**config.mk**
```make
export PLATFORM = sky130hd
export DESIGN_NAME = fetch_stage
export DESIGN_NICKNAME = d
export VERILOG_FILES = /design/src/rtl/fetch_stage.sv
export SDC_FILE = /design/constraint.sdc
export NUM_CORES = 1
export LEC_CHECK = 0
export ABC_AREA = 1
export ABC_CLOCK_PERIOD_IN_PS = 1900
export CORE_MARGIN = 10
export CORE_UTILIZATION = 45
export CTS_CLUSTER_SIZE = 10
export DETAILED_ROUTE_END_ITERATION = 10
export GPL_ROUTABILITY_DRIVEN = 0
export PLACE_DENSITY_LB_ADDON = 0.05
export SYNTH_ARGS = -nofsm -noshare
export SYNTH_HDL_FRONTEND = slang
export SYNTH_SLANG_ARGS = --single-unit
```
**constraint.sdc**
```tcl
create_clock -name clk_i -period 1.9 [get_ports clk_i]
set_input_delay 0.285 -clock clk_i [delete_from_list [all_inputs] [get_ports clk_i]]
set_output_delay 0.285 -clock clk_i [all_outputs]
set_load 0.1 [all_outputs]
```
**src/rtl/fetch_stage.sv**
```systemverilog
// fetch_stage: instruction-fetch stage. It owns the fetch PC, runs a req/ack
// handshake to instruction memory, inserts NOP bubbles (32'b0) while memory is
// slow, parks one returned instruction during a pipeline stall and handles
// branch/jump redirects, including dropping a stale in-flight response.
// Optional build macro: FETCH_PERF_EN adds saturating fetch/bubble counters.
module fetch_stage #(
  parameter logic [31:0] RESET_PC = 32'h0000_0000
) (
  input  logic        clk_i,
  input  logic        rst_i,
  input  logic        pcEnable_i,
  input  logic        branch_i,
  input  logic [31:0] branch_target_i,
  output logic        imem_req_o,
  output logic [31:0] imem_addr_o,
  input  logic        imem_ack_i,
  input  logic [31:0] imem_rdata_i,
  output logic [31:0] inst_o,
  output logic [31:0] pc_o
`ifdef FETCH_PERF_EN
  ,
  output logic [31:0] fetch_cnt_o,
  output logic [31:0] bubble_cnt_o
`endif
);

  typedef enum logic [1:0] {
    IDLE = 2'd0,
    REQ  = 2'd1,
    HOLD = 2'd2,
    DROP = 2'd3
  } state_t;

  // Low address bits are forced to zero so fetches are always word aligned.
  localparam logic [31:0] RESET_PC_ALIGNED = {RESET_PC[31:2], 2'b00};

  state_t      state_r, state_s;
  logic [31:0] fpc_r, fpc_s;
  logic [31:0] buf_inst_r, buf_inst_s;
  logic [31:0] buf_pc_r, buf_pc_s;
  logic [31:0] inst_r, inst_s;
  logic [31:0] pc_r, pc_s;
  logic        fetch_s;
  logic        bubble_s;
  logic [31:0] target_s;
  logic [31:0] fpc_inc_s;

  assign target_s    = branch_target_i & 32'hFFFF_FFFC;
  assign fpc_inc_s   = fpc_r + 32'd4;   // wraps modulo 2^32
  assign imem_addr_o = fpc_r;
  assign imem_req_o  = (state_r == REQ) || (state_r == DROP);
  assign inst_o      = inst_r;
  assign pc_o        = pc_r;

  // State register; reset returns to IDLE immediately, dropping any transaction.
  always_ff @(posedge clk_i or negedge rst_i) begin
    if (!rst_i) begin
      state_r <= IDLE;
    end else begin
      state_r <= state_s;
    end
  end

  // Next-state and datapath decode; a redirect always wins over a stall.
  always_comb begin
    state_s    = state_r;
    fpc_s      = fpc_r;
    buf_inst_s = buf_inst_r;
    buf_pc_s   = buf_pc_r;
    inst_s     = inst_r;
    pc_s       = pc_r;
    fetch_s    = 1'b0;
    bubble_s   = 1'b0;
    case (state_r)
      IDLE: begin
        // Any ack seen here is ignored: no request has been issued yet.
        state_s = REQ;
        if (pcEnable_i) begin
          inst_s   = 32'd0;
          bubble_s = 1'b1;
        end else begin
          inst_s = inst_r;
        end
      end
      REQ: begin
        if (branch_i) begin
          fpc_s    = target_s;
          inst_s   = 32'd0;
          bubble_s = pcEnable_i;
          if (imem_ack_i) begin
            state_s = REQ;
          end else begin
            state_s = DROP;   // the in-flight response must be discarded
          end
        end else if (imem_ack_i && pcEnable_i) begin
          inst_s  = imem_rdata_i;
          pc_s    = fpc_inc_s;
          fpc_s   = fpc_inc_s;
          fetch_s = 1'b1;
        end else if (imem_ack_i) begin
          buf_inst_s = imem_rdata_i;
          buf_pc_s   = fpc_inc_s;
          fpc_s      = fpc_inc_s;
          state_s    = HOLD;
        end else if (pcEnable_i) begin
          inst_s   = 32'd0;
          bubble_s = 1'b1;
        end else begin
          inst_s = inst_r;
        end
      end
      HOLD: begin
        if (branch_i) begin
          buf_inst_s = 32'd0;
          buf_pc_s   = 32'd0;
          fpc_s      = target_s;
          inst_s     = 32'd0;
          bubble_s   = pcEnable_i;
          state_s    = REQ;
        end else if (pcEnable_i) begin
          inst_s  = buf_inst_r;
          pc_s    = buf_pc_r;
          fetch_s = 1'b1;
          state_s = REQ;
        end else begin
          state_s = HOLD;
        end
      end
      DROP: begin
        if (branch_i) begin
          fpc_s   = target_s;
          state_s = DROP;
        end else if (imem_ack_i) begin
          state_s = REQ;      // stale data discarded
        end else begin
          state_s = DROP;
        end
        if (pcEnable_i) begin
          inst_s   = 32'd0;
          bubble_s = 1'b1;
        end else begin
          inst_s = inst_r;
        end
      end
      default: begin
        state_s = IDLE;
      end
    endcase
  end

  // Fetch PC, stall buffer and registered IF/ID outputs.
  always_ff @(posedge clk_i or negedge rst_i) begin
    if (!rst_i) begin
      fpc_r      <= RESET_PC_ALIGNED;
      buf_inst_r <= 32'd0;
      buf_pc_r   <= 32'd0;
      inst_r     <= 32'd0;
      pc_r       <= 32'd0;
    end else begin
      fpc_r      <= fpc_s;
      buf_inst_r <= buf_inst_s;
      buf_pc_r   <= buf_pc_s;
      inst_r     <= inst_s;
      pc_r       <= pc_s;
    end
  end

`ifdef FETCH_PERF_EN
  logic [31:0] fetch_cnt_r;
  logic [31:0] bubble_cnt_r;

  function automatic logic [31:0] sat_inc(input logic [31:0] val);
    if (val == 32'hFFFF_FFFF) begin
      return val;
    end else begin
      return val + 32'd1;
    end
  endfunction

  assign fetch_cnt_o  = fetch_cnt_r;
  assign bubble_cnt_o = bubble_cnt_r;

  // Saturating counters of delivered instructions and inserted bubbles.
  always_ff @(posedge clk_i or negedge rst_i) begin
    if (!rst_i) begin
      fetch_cnt_r  <= 32'd0;
      bubble_cnt_r <= 32'd0;
    end else begin
      if (fetch_s) begin
        fetch_cnt_r <= sat_inc(fetch_cnt_r);
      end else begin
        fetch_cnt_r <= fetch_cnt_r;
      end
      if (bubble_s) begin
        bubble_cnt_r <= sat_inc(bubble_cnt_r);
      end else begin
        bubble_cnt_r <= bubble_cnt_r;
      end
    end
  end
`else
  logic unused_perf_s;
  assign unused_perf_s = fetch_s ^ bubble_s;
`endif

endmodule

```
Word level (Yosys, flattened, before mapping)
Cells that the tools add are included.
- $add $sub $neg: 1
- equal/unequal tests: 16
- muxes and demuxes: 33
- reductions and logical operators: 12
- operator list (cell ; count):
    $mux W32 ; 20
    $pmux W32 S2 ; 4
    $pmux W32 S3 ; 1
    $add A32 B3 Y32 const B ; 1
    $mux W2 ; 7
    $ne A2 B2 Y1 const B ; 6
    $reduce_and A5 Y1 ; 2
    $ne A3 B3 Y1 const B ; 3
    $ne A4 B3 Y1 const B ; 2
    $pmux W2 S4 ; 1
    $eq A2 B2 Y1 const B ; 2
    $ne A2 B1 Y1 const B ; 2
    $reduce_and A2 Y1 ; 2
    $reduce_bool A2 Y1 ; 2
    $reduce_or A2 Y1 ; 2
    $reduce_and A3 Y1 ; 1
    $eq A2 B1 Y1 const B ; 1
    $logic_not A2 Y1 ; 1
    $logic_and A1 B1 Y1 ; 1
    $logic_or A1 B1 Y1 ; 1
- register bits: 162
- output and inout port bits: 97
- word-level logic and storage cells: 68

Logic depth before layout (Yosys ltp)
Gate-level depths: netlist of run 1.
- word-level depth: 5
- mapped depth: 11
- mapped depth without buffers: 10

Worst setup path after synthesis of run 1
OpenSTA, ideal clock, no wires.
- path type: register to register
- from: register fpc_r[3], in the netlist imem_addr_o[3]
- to: register fpc_r[22], in the netlist imem_addr_o[22]
- setup time: 123 ps
- arrival time: 2163 ps
- setup slack: -386 ps
- cell stages (with the launch flop): 11
- cell sequence: dfrtp_1 ha_1 nand2_1 nor2_1 nand2_1 nor2_4 nand2_1 nand2_1 nand2_1 o21ai_0 nand2_1
- word-level cells in the longest chain between the ends: 5
- RTL lines (element ; RTL line ; source):
    start, declared ; 38 ; logic [31:0] fpc_r, fpc_s;
    start signal, assigned ; 160 ; fpc_r <= fpc_s;
    $add A32 B3 Y32 * ; 49 ; assign fpc_inc_s = fpc_r + 32'd4;
    $mux W32 ; 100 ; end else if (imem_ack_i) begin
    $mux W32 * ; 95 ; end else if (imem_ack_i && pcEnable_i) begin
    $mux W32 * ; 86 ; if (branch_i) begin
    $pmux W32 S2 * ; 74 ; case (state_r)
Mark *: on every way between the ends. The rest lies on a longest branch, timed or not. The select of a mux whose other input is x is not followed.
A chain may end at the register's enable or synchronous reset.

Worst setup path after layout of run 1
- from: register state_r[1]
- to: output port imem_req_o
- word-level cells in the longest chain between the ends: 2
- elaborated cells between the ends (all ways): 3
- classes of those cells: eq/ne (2); reduce/logical (1)
- RTL lines (element ; RTL line ; source):
    start, declared ; 37 ; state_t state_r, state_s;
    start signal, assigned ; 60 ; state_r <= state_s;
    $eq A2 B1 Y1 or $eq A2 B2 Y1 (tied branches) ; 51 ; assign imem_req_o = (state_r == REQ) || (state_r == DROP);
    $logic_or A1 B1 Y1 * ; 51 ;
    end, declared ; 14 ; output logic imem_req_o,
Mark *: on every way between the ends. The rest lies on a longest branch, timed or not.

==> results of run 1 <==
==> cells in the final DEF (no fill, tap or decap), types with 3 or more instances in the layout <==
cell | Yosys | final
dfrtp_1 | 158 | 135
a31oi_1 | 4 | 4
clkdlybuf4s50_1 | 0 | 65
nor2_1 | 109 | 108
ha_1 | 5 | 3
buf_12 | 0 | 22
nor2_4 | 5 | 5
nand3b_1 | 5 | 5
o22ai_1 | 38 | 38
nand2_1 | 292 | 290
clkinv_4 | 0 | 4
dfrtp_2 | 0 | 21
nand3_1 | 18 | 18
o21ai_0 | 41 | 39
o32ai_1 | 32 | 32
o21ai_1 | 31 | 33
a21oi_1 | 55 | 55
inv_2 | 6 | 7
clkbuf_16 | 0 | 18
buf_4 | 5 | 111
nand2_2 | 2 | 4
bufinv_16 | 0 | 3
xor2_1 | 15 | 13
nor2_2 | 3 | 4
inv_1 | 96 | 95
clkinvlp_4 | 0 | 3
buf_6 | 1 | 4
==> through the flow <==
step	setup TNS, ps	std cells	worst slack, ps
final	0	1388	99.9
after global routing	-2.46	1388	-2.08
after CTS	0	1387	5.57
after detailed placement	0	1354	16.9
after global placement	0	1354	24.9
after floorplan	0	982	2.79
==> state kept, by name (all words and copies together), names as in the netlist <==
name         cells
buf_inst_r      32
inst_o          32
buf_pc_r        31
pc_o            31
imem_addr_o     30
state_r          2
==> routing by layer <==
layer / vias up / track usage, % / part of all wire, %
met3: 21 / 4.66 / 5.9
met4: 0 / 5.39 / 1.2
li1: 3507 / - / -
met2: 184 / 31.1 / 46
met1: 3288 / 27.5 / 47
met5: - / 0 / 0
==> kinds of logic (layout without fill, tap and decap cells) <==
kind of cell,count (synthesis),count (layout)
AOI/OAI and AO/OA,207,207
xor gates and xnor gates,15,15
adders and majority gates,5,5
buffers and inverters,157,338
DFF,158,158
other,1,2
and+or+nand+nor,438,438
==> what timing repair did <==
| action | CTS | global route |
|---|---|---|
| setup endpoints to repair | 0 | 150 |
| hold buffers | 1 | 0 |
| gates resized for setup | 0 | 14 |
| hold endpoints to repair | 45 | 0 |
==> worst reg2reg max path, cell delays in order (launching register included) <==
cell     delay [ps]
dfrtp_4         420
ha_1            210
nand3_1         140
nor2_1          200
nand2_1         130
inv_1           160
nand2_1          70
nand2_1          50
nand2_1          80
o21ai_0         150
nand2_1          60
==> layout make-up <==
cell class,instances,area [um^2]
Tap cell,225,282
Inverter,102,383
Sequential cell,158,3990
Clock inverter,12,161
Fill cell,1562,6620
Timing Repair Buffer,204,2000
Multi-Input combinational cell,667,3220
Clock buffer,20,457
==> final timing paths <==
path / from / to / depth (start not counted)
hold / removal: rst_i / inst_o[11] / 2
hold reg to reg: inst_o[8] / inst_o[8] / 2
setup reg to reg: imem_addr_o[2] / imem_addr_o[28] / 10
max in group asynchronous: rst_i / buf_inst_r[29] / 3
min in group clk_i: imem_rdata_i[9] / buf_inst_r[9] / 3
setup / recovery: state_r[1] / imem_req_o / 5
==> reports/metrics.yaml, run 1 <==
cts_setup_buffers: 0
num_io_pins: 166
synth-seq-cells: 158
die_w_um: 152
vias_per_cell: 5.04
setup_viol: 0
cp_num_buf_inv: 3
synth_mux_area_share_pct: 0
finalHoldViolCount: 0
yosysMostFrequentCell: "nand2_1"
placed_area_mm2: 0.00979
timing.final.crit_share_pct: 94.7
ant_nets: 0
die-area_mm2: 0.0230
dr.pass1.iters: 5
synth_common_cells: "nand2_1 (292), dfrtp_1 (158), nor2_1 (109), inv_1 (96), a21oi_1 (55)"
synth-simple-area-share_pct: 22.5
holdWs_ps: 385
final_util_pct: 61.3
max_freq_mhz: 556
status: "completed"
worst_pin_slew_ps: 535
hpwl_mm: 15.9
vias: 7000
cp_max_fo: 5
grt-ovfl-total: 0
antenna_found_initial: 0
drt_iter0_drc: 403
netlist_instances: 981
synth-compound-area-share_pct: 15.8
cts_buffer_depth: 2
wl_per_cell_um: 16.7
drc: 0
cpPeakStageDelay_ps: 400
synth_edf_count: 0
ys_types: 32
synth_top_family_by_area: "simple AND/OR/NAND/NOR gates"
slew_viol_final: 0
clock-root-buffer: "clkbuf_16"
slew_headroom_pct: 64.3
crit_family: "flip-flops"
hp-class: "in2async"
critical_path_arrival_ps: 1520
regToRegSetupSlack_ps: 110
nets: 1224
synth_area_leaders: "dfrtp_1 (51%), nand2_1 (14%), nor2_1 (5.3%)"
cts_made_buffers: 17
cts_sinks: 158
synth_top_cell_area_share_pct: 50.8
yosysSeqAreaShare_pct: 50.8
endpoint_kind: "primary output"
fp-row-count: 48
synth.cell_area_mm2: 0.00778
fin_worst_skew_ps: 9.99
gr-usage-all-layers_pct: 20.0
synth_warnings: 0
start_kind: "register"
design_area_mm2: 0.0105
path_clk_slew_ps: 60
clock_latency_ps: 420
port_buffers: 161
grt_max_degree: 52
max_cap_viol_count: 0
fin_crit_ps: 1800
yosysTopAreaCell: "dfrtp_1"
syn_area_per_cell_um2: 7.93
ys_async_sr_fraction_pct: 100
fp.dieH_um: 152
critPathRequiredTime_ps: 1620
crit_slowest_cell: "dfrtp_1"
grt_first_pass_wirelength_mm: 36.3
core_area_mm2: 0.0171
area_delta_synth_final_pct: 34.9
synthAdderAreaFrac_pct: 0.804
drive_gt1_share_pct: 18.9
ctsHtreeMaxLevel: 4
wirelength_mm: 23.1
diodes: 0
start_util_pct: 45.5
criticalPathCategory: "reg2out"
cts_tree: "built"
grt_pass1_vias: 6831
synth-xor-area-share_pct: 1.69
yosys_most_used_dff: "dfrtp_1"
path_cells: "inv_1, ha_4, inv_2, nand2_1, buf_12"
Power of run 1 is not shown: default switching activity piles up to over one toggle a cycle in this logic, so the estimate is an artifact.
==> inputs of run 2 (changes only) <==
CORE_UTILIZATION = 51   (was 45)
==> reports/metrics.yaml, run 2 (same netlist as run 1, synthesis figures left out) <==
critical_path_arrival_ps: 1500  # -20 ps
vias_per_cell: 5.27  # +4.6%
die_w_um: 144  # -5.3%
cts_setup_buffers: 0  # unchanged
core_area_mm2: 0.0151  # -12%
ant_nets: 0  # unchanged
status: "completed"
criticalPathCategory: "reg2out"
fp-row-count: 45  # -6.3%
regToRegEndpoint: "imem_addr_o[28]"
clock_latency_ps: 430  # about the same
wl_per_cell_um: 16.0  # -3.7%
vias: 7100  # +1.4%
gr-usage-all-layers_pct: 21.1  # +1.1 points
max_freq_mhz: 559  # +0.61%
nets: 1219  # -0.41%
cts_made_buffers: 17  # unchanged
regToRegSetupSlack_ps: 150  # +40 ps
critPathRequiredTime_ps: 1620  # about the same
finalSetupTns_ps: 0  # unchanged
num_io_pins: 166  # unchanged
antenna_found_initial: 0  # unchanged
ctsHtreeMaxLevel: 4  # unchanged
drt_iter0_drc: 494  # +23%
fp.dieH_um: 144  # -5.3%
critPathLaunch: "state_r[1]"
wirelength_mm: 21.6  # -6.6%
grt_pass1_vias: 6901  # +1.0%
hpwl_mm: 15.4  # -2.8%
fin_crit_ps: 1790  # -11.0 ps
rsz0062_at_grt: "false"
reg2reg_from: "imem_addr_o[2]"
slew_viol_final: 0  # unchanged
grt_first_pass_wirelength_mm: 35.0  # -3.7%
path_clk_slew_ps: 60  # about the same
cts_tree: "built"
r2r_cells: 10  # unchanged
dr.pass1.iters: 5  # unchanged
diodes: 0  # unchanged
max_cap_viol_count: 0  # unchanged
grt_max_degree: 58  # +12%
final_cell_mix: "nand2_1 (290), dfrtp_1 (135), buf_4 (109), nor2_1 (106), inv_1 (96)"
cp_max_fo: 6  # +1
endpoint_kind: "primary output"
start_util_pct: 51.6  # +6.1 points
final_common_cell: "nand2_1"
drc: 0  # unchanged
port_buffers: 161  # unchanged
fin_worst_skew_ps: 8.65  # -1.33 ps
hp-class: "in2async"
clock-root-buffer: "clkbuf_16"
die-area_mm2: 0.0206  # -10%
start_kind: "register"
area_delta_synth_final_pct: 33.9
timing.final.crit_share_pct: 94.2  # -0.58 points
cts_buffer_depth: 2  # unchanged
endpoint: "imem_req_o"
drive_gt1_share_pct: 18.7  # -0.26 points
grt-ovfl-total: 0  # unchanged
finalHoldViolCount: 0  # unchanged
setup_viol: 0  # unchanged
cts_sinks: 158  # unchanged
## run 2: cell count changes in the layout (fill, tap and decap cells not counted), sizes merged
cell / previous run / this run
buf: 137 / 133
bufinv: 3 / 4
clkbuf: 21 / 23
clkinv: 5 / 3
clkinvlp: 3 / 2
inv: 103 / 102
## run 2: repair_timing
item | 4_1_cts | 5_1_grt
setup endpoints to repair | 1 | 72
hold buffers | 1 | 0
gates resized for setup | 1 | 15
pin swaps | 0 | 0
endpoints found under the hold margin | 36 | 0
## run 2: worst min path at each step
stage | start | cells after the start | slack (ps) | to
6_report | rst_i | 2 | 330 | inst_o[8]
2_1_floorplan | rst_i | 0 | -10 | buf_inst_r[0]
5_1_grt | rst_i | 2 | 360 | inst_o[8]
3_3_place_gp | rst_i | 1 | 220 | inst_o[8]
4_1_cts | rst_i | 2 | 340 | inst_o[8]
3_5_place_dp | rst_i | 1 | 220 | inst_o[8]
## run 2: per-stage QoR
stage / utilization (%) / hold WS (ps) / setup slack [ps] / cells / instance area, um^2
2_1_floorplan: - / -10.6 / 2.79 / 982 / 7820
3_3_place_gp: 64.2 / 218 / 45.0 / 1313 / 9690
3_5_place_dp: 64.2 / 220 / 25.9 / 1313 / 9690
4_1_cts: 68.6 / 341 / 19.3 / 1346 / 10300
5_1_grt: 69.0 / 361 / 14.2 / 1346 / 10400
6_report: 69.0 / 332 / 111 / 1346 / 10400
## run 2: per-layer routing
metal	routed length (um)	vias up	track usage [%]
met4	316	0	6.61
met3	1440	21	5.94
met2	10100	189	32.7
met1	9740	3377	28.1
li1	-	3513	-
met5	0	-	0
## run 2: cell type report
type	count	area [um^2]
fillers	1300	4670
repair buffers	199	1920
inverters	102	383
clock buffers	23	488
well taps	188	235
clock inverters	9	158
multi-input cells	667	3240
flip-flops and latches	158	3990
## run 2: worst max-delay path, stage by stage, from the launching register on
cell and delay [ps]:
dfrtp_1 400, inv_1 120, ha_4 180, inv_2 70
nand2_1 120, buf_12 180
Power of run 2 is left out for the same reason.
